`config.mk`:
```
export PLATFORM = sky130hd
export DESIGN_NAME = hazard_scoreboard
export DESIGN_NICKNAME = d
export VERILOG_FILES = /design/src/rtl/hzd_pkg.sv /design/src/rtl/hzd_match.sv /design/src/rtl/hazard_scoreboard.sv
export SDC_FILE = /design/constraint.sdc
export NUM_CORES = 1
export LEC_CHECK = 0
export CAP_MARGIN = 20
export CORE_MARGIN = 2
export CORE_UTILIZATION = 41
export CTS_CLUSTER_SIZE = 10
export DETAILED_ROUTE_END_ITERATION = 7
export PLACE_DENSITY = 0.88
export SLEW_MARGIN = 20
export SYNTH_ARGS = -nofsm -noshare
export SYNTH_HDL_FRONTEND = slang
export SYNTH_SLANG_ARGS = --single-unit
```
`constraint.sdc`:
```
create_clock -name clk -period 2.3 [get_ports clk]
set_input_delay 0.23 -clock clk [delete_from_list [all_inputs] [get_ports clk]]
set_output_delay 0.23 -clock clk [all_outputs]
set_load 0.02 [all_outputs]
```
`src/rtl/hzd_pkg.sv`:
```
// Shared types and helpers for the hazard scoreboard.
// Register addresses are carried zero-extended to REG_MAX_W bits.
package hzd_pkg;

  localparam int REG_MAX_W = 8;
  localparam int SEL_RF    = 0;

  typedef struct packed {
    logic                 valid;
    logic                 wr_en;
    logic [REG_MAX_W-1:0] wr_reg;
    logic                 is_load;
  } hzd_entry_t;

  function automatic int sel_w(input int n_stages);
    return $clog2(n_stages + 1);
  endfunction

  function automatic int sel_of_stage(input int k);
    return k + 1;
  endfunction

endpackage

```
`src/rtl/hzd_match.sv`:
```
// Youngest-match priority encoder for one read port.
// Reports forward select, hit stage and whether the hit is an unready load.
module hzd_match
  import hzd_pkg::*;
#(
  parameter int N_STAGES = 3,
  parameter int LOAD_RDY = 1,
  parameter int SEL_W    = sel_w(N_STAGES)
) (
  input  hzd_entry_t [N_STAGES-1:0] ent,
  input  logic                      rd_en,
  input  logic [REG_MAX_W-1:0]      rd_reg,
  output logic [SEL_W-1:0]          sel,
  output logic                      hit,
  output logic [SEL_W-1:0]          stage,
  output logic                      load_hzd
);

  // Scan oldest to youngest so the lowest index is written last and wins.
  always_comb begin
    sel      = SEL_W'(SEL_RF);
    hit      = 1'b0;
    stage    = '0;
    load_hzd = 1'b0;
    for (int k = N_STAGES - 1; k >= 0; k--) begin
      if (rd_en && ent[k].valid && ent[k].wr_en &&
          (ent[k].wr_reg == rd_reg)) begin
        sel      = SEL_W'(sel_of_stage(k));
        hit      = 1'b1;
        stage    = SEL_W'(k);
        load_hzd = ent[k].is_load && (k < LOAD_RDY);
      end
    end
  end

endmodule

```
`src/rtl/hazard_scoreboard.sv`:
```
// Hazard, forwarding and load-use stall unit in ID.
// Define HZD_PERF_EN to add saturating stall_cnt / flush_cnt outputs.
module hazard_scoreboard
  import hzd_pkg::*;
#(
  parameter int DATA_W      = 16,
  parameter int REG_W       = 4,
  parameter int N_STAGES    = 3,
  parameter int LOAD_RDY    = 1,
  parameter int FLUSH_DEPTH = 1,
  parameter int SEL_W       = sel_w(N_STAGES)
) (
  input  logic                       clk,
  input  logic                       rst,
  input  logic                       id_valid,
  input  logic                       id_rd_en1,
  input  logic                       id_rd_en2,
  input  logic [REG_W-1:0]           id_rd_reg1,
  input  logic [REG_W-1:0]           id_rd_reg2,
  input  logic [DATA_W-1:0]          id_rf_data1,
  input  logic [DATA_W-1:0]          id_rf_data2,
  input  logic                       id_wr_en,
  input  logic [REG_W-1:0]           id_wr_reg,
  input  logic                       id_is_load,
  input  logic                       pipe_adv,
  input  logic                       flush,
  input  logic [N_STAGES*DATA_W-1:0] stage_data,
  output logic [DATA_W-1:0]          fwd_data1,
  output logic [DATA_W-1:0]          fwd_data2,
  output logic [SEL_W-1:0]           fwd_sel1,
  output logic [SEL_W-1:0]           fwd_sel2,
  output logic                       stall
`ifdef HZD_PERF_EN
  ,
  output logic [31:0]                stall_cnt,
  output logic [31:0]                flush_cnt
`endif
);

  hzd_entry_t [N_STAGES-1:0] ent;
  hzd_entry_t                new_ent;

  logic             hit1, hit2;
  logic             lh1, lh2;
  logic [SEL_W-1:0] stage1, stage2;

  hzd_match #(
    .N_STAGES (N_STAGES),
    .LOAD_RDY (LOAD_RDY),
    .SEL_W    (SEL_W)
  ) u_match1 (
    .ent      (ent),
    .rd_en    (id_rd_en1),
    .rd_reg   (REG_MAX_W'(id_rd_reg1)),
    .sel      (fwd_sel1),
    .hit      (hit1),
    .stage    (stage1),
    .load_hzd (lh1)
  );

  hzd_match #(
    .N_STAGES (N_STAGES),
    .LOAD_RDY (LOAD_RDY),
    .SEL_W    (SEL_W)
  ) u_match2 (
    .ent      (ent),
    .rd_en    (id_rd_en2),
    .rd_reg   (REG_MAX_W'(id_rd_reg2)),
    .sel      (fwd_sel2),
    .hit      (hit2),
    .stage    (stage2),
    .load_hzd (lh2)
  );

  assign stall = id_valid && !flush && (lh1 || lh2);

  always_comb begin
    fwd_data1 = id_rf_data1;
    fwd_data2 = id_rf_data2;
    for (int k = 0; k < N_STAGES; k++) begin
      if (hit1 && (stage1 == SEL_W'(k)))
        fwd_data1 = stage_data[k*DATA_W +: DATA_W];
      if (hit2 && (stage2 == SEL_W'(k)))
        fwd_data2 = stage_data[k*DATA_W +: DATA_W];
    end
  end

  always_comb begin
    new_ent         = '0;
    new_ent.valid   = id_valid && !stall && !flush;
    new_ent.wr_en   = id_wr_en;
    new_ent.wr_reg  = REG_MAX_W'(id_wr_reg);
    new_ent.is_load = id_is_load;
  end

  // A flush kills the youngest entries whether they move or hold.
  always_ff @(posedge clk) begin
    if (rst) begin
      ent <= '0;
    end else if (pipe_adv) begin
      for (int k = 1; k < N_STAGES; k++) begin
        ent[k] <= ent[k-1];
        if (flush && ((k - 1) < FLUSH_DEPTH))
          ent[k].valid <= 1'b0;
      end
      ent[0] <= new_ent;
    end else if (flush) begin
      for (int k = 0; k < N_STAGES; k++) begin
        if (k < FLUSH_DEPTH)
          ent[k].valid <= 1'b0;
      end
    end
  end

`ifdef HZD_PERF_EN
  always_ff @(posedge clk) begin
    if (rst) begin
      stall_cnt <= '0;
      flush_cnt <= '0;
    end else begin
      if (stall && pipe_adv && (stall_cnt != '1))
        stall_cnt <= stall_cnt + 32'd1;
      if (flush && (flush_cnt != '1))
        flush_cnt <= flush_cnt + 32'd1;
    end
  end
`endif

endmodule

```
==> flow_summary.yaml <==
logic_synthesis:
  synth_ff_type: "dfxtp_1"
  ys.warnings.count: 0
  synth_top_area_share: 0.170
  syn-cell-area_um2: 2230
  synth_cell_types: 39
  syn_inst: 316
  synth.avg_cell_area_um2: 7.06
  yosysTopAreaCell: "dfxtp_1"
  synth-edff-count: 0
  synth_async_sr_flop_share: 0
  yosys-top-cells-area: "dfxtp_1, o21ai_0, mux2i_1"
  synth-seq-area-share: 0.170
  ys_seq_elements: 19
  mappedNetlistNets: 417
layout:
  area_growth_pct: 81.2
  multi_input_area_um2: 1820
  ff_latch_area_um2: 382
  n_antenna_cell: 0
  largest_reg_flops: 19
  reg.largest.list: "ent (19)"
  regMostFlops: "ent"
  fin_nets: 579
  final_layout_size_suffix_gt1_frac: 0.249
  finalNonFillerCells: 547
  n_fill_cell: 364
clocking:
  clock_latency_ns: 0.26
  cts_max_level: 1
  cts_tree: "built"
  clkTransAtPathRegs_ns: 0.07
  clock_sinks: 19
  cts_hold_buffers: 0
  cts.root.buffer_cell: "clkbuf_8"
  cts_buffer_depth: 2
  cts_buffers: 3
timing:
  final-hold-violation-count: 0
  slew_headroom: 0.760
  drv_slew: 0
  worst_slew_pin_slew_ns: 0.358
  period_minus_slack_ns: 2.35
  fmax_mhz: 426
  fin_ws_ns: -0.0475
  final.setup_skew_ns: 0.00163
  setup_viol: 9
  rsz0062_at_grt: "yes"
  setup_tns_ns: -0.176
  min_period_over_period: 1.02
routing:
  drt_drc_violations_left: 0
  routed_via_density: 5.71
  dr.pass1.iters: 5
  wl_mm: 9.51
  wl_per_cell_um: 17.4
  vias: 3124
  detail-route-antenna-nets: 0
  first_iter_violations: 200
critical_path:
  worst_ep_arrival_time_ns: 2.12
  worst-path-buf-inv: 3
  critical_path.max_fanout: 7
  crit_family: "simple AND/OR/NAND/NOR gates"
  critPathLaunchType: "flip-flop"
  path_cells: "xnor2_2 -> nand4_1 -> or4_4 -> buf_6 -> buf_16 -> o21ai_0 -> o21ai_1 -> buf_2"
  endpoint_kind: "output pin"
  slowest_delay_ns: 0.60
  worstPathRequired_ns: 2.07
  crit_slowest_cell: "or4_4"
  critPathKind: "reg2out"
floorplanning:
  io_pins: 138
  num_rows: 26
  dieWidth_um: 77.8
  core_um2: 5170
  start_util: 0.431
  die_h_um: 77.8
  die_area_um2: 6050
pwr:
  ir_worst_vdd_mv: 0.497
  power_density_nw_per_um2: 261
  p_leak_uw: 0.00165
global_routing:
  grt_use_total: 0.299
  antenna_found_initial: 0
  met1_usage: 0.329
  use_met3: 0.0419
  grt.busiest_layer: "met2"
  grt_pass1_wl_mm: 14.6
  gr-usage-met2: 0.556
  grt_max_degree: 22
  overflow: 0
  first_global_vias: 3150
worst_hold_path:
  hp-class: "reg2reg"
place:
  place_inst: 536
  globalplace.congestion: 0.903
  numPortBuffers: 137
  dp_hpwl_mm: 7.07
status:
  outcome: "finished with violations"
  violations: "negative setup slack"
job:
  cap_violations: 0
==> cells by family (layout without fill, tap and decap cells) <==
group | after synthesis | in the layout | synth area share
simple gates | 125 | 126 | 0.279
compound gates | 104 | 104 | 0.314
flops | 19 | 19 | 0.170
buf+inv | 27 | 187 | 0.0656
xor+xnor | 24 | 24 | 0.0942
mux | 17 | 17 | 0.0763
==> worst min-delay path, stage by stage, from the launching register on <==
cell	delay, ns
dfxtp_1	0.32
mux2i_1	0.06
nor2_1	0.07
==> worst paths after layout <==
path,slack (ns),endpoint,depth (start not counted),start
min reg2reg,0.49,ent[31]$_SDFFE_PP0P_,2,ent[31]$_SDFFE_PP0P_
max reg2reg,0.73,ent[10]$_SDFF_PP0_,6,ent[2]$_SDFFE_PP0P_
max,-0.05,fwd_data1[10],8,ent[14]$_SDFFE_PP0P_
min,0.49,ent[31]$_SDFFE_PP0P_,2,ent[31]$_SDFFE_PP0P_
==> through the flow <==
stage          utilization  cell area [um2]  hold WS, ns  setup slack [ns]  total power [uW]
6_report             0.781             4040        0.491           -0.0475              1050
5_1_grt              0.781             4040        0.525           -0.0929              1090
4_1_cts              0.766             3960        0.496           -0.0835              1040
3_5_place_dp         0.752             3890        0.480            -0.595               829
3_3_place_gp         0.752             3890        0.466            -0.483               821
2_1_floorplan            -             2230        0.377             0.244               530
==> what timing repair did <==
action,4_1_cts,5_1_grt
pin swaps,3,15
endpoints found under the hold margin,0,0
gates resized for setup,173,45
cloned,3,0
endpoints found under the setup margin,37,34
setup buffers,4,1
==> where the power goes <==
group / switching [uW] / total (uW) / leakage, uW / internal (uW)
sequential: 13.2 / 354 / 0.000155 / 341
combinational: 192 / 467 / 0.00148 / 275
clock: 108 / 232 / 0.0000228 / 123
==> Yosys cell counts, types with 3 or more instances <==
library cell and instances:
clkbuf_1 12, o21ai_0 37, nand2_1 34, nand4_1 3, a21boi_0 14, a211oi_2 8
nand3_1 23, xnor2_1 16, o21ai_1 15, buf_2 11, and3_1 18, mux2i_1 17
xor2_1 8, a211oi_1 8, dfxtp_1 19, nor2_1 33, o21bai_1 3, o31ai_1 10
o31ai_2 3
==> cell type report <==
type	instances	share of cell area
tap	70	0.0217
multi-input combinational	271	0.451
clock buffer	4	0.0111
timing repair buffer	183	0.421
sequential	19	0.0944
==> routing by layer <==
| metal | wire length [um] | vias to the layer above | part of all wire |
|---|---|---|---|
| met2 | 4880 | 189 | 0.51 |
| met1 | 3520 | 1430 | 0.37 |
| met4 | 322 | 0 | 0.034 |
| met5 | 0 | - | 0 |
| li1 | - | 1468 | - |
| met3 | 796 | 37 | 0.084 |
==> cells in the final DEF, fill, tap and decap left out, types with 13 or more instances in the layout <==
cell type and count:
clkdlybuf4s50_1 91, xnor2_1 14, mux2i_1 17, nand2_1 34, nand3_1 22, buf_4 37
o21ai_1 23, a21boi_0 14, nor2_1 33, buf_2 22, o21ai_0 23, dfxtp_1 18
and3_1 13
(Power assumes the default switching activity.)
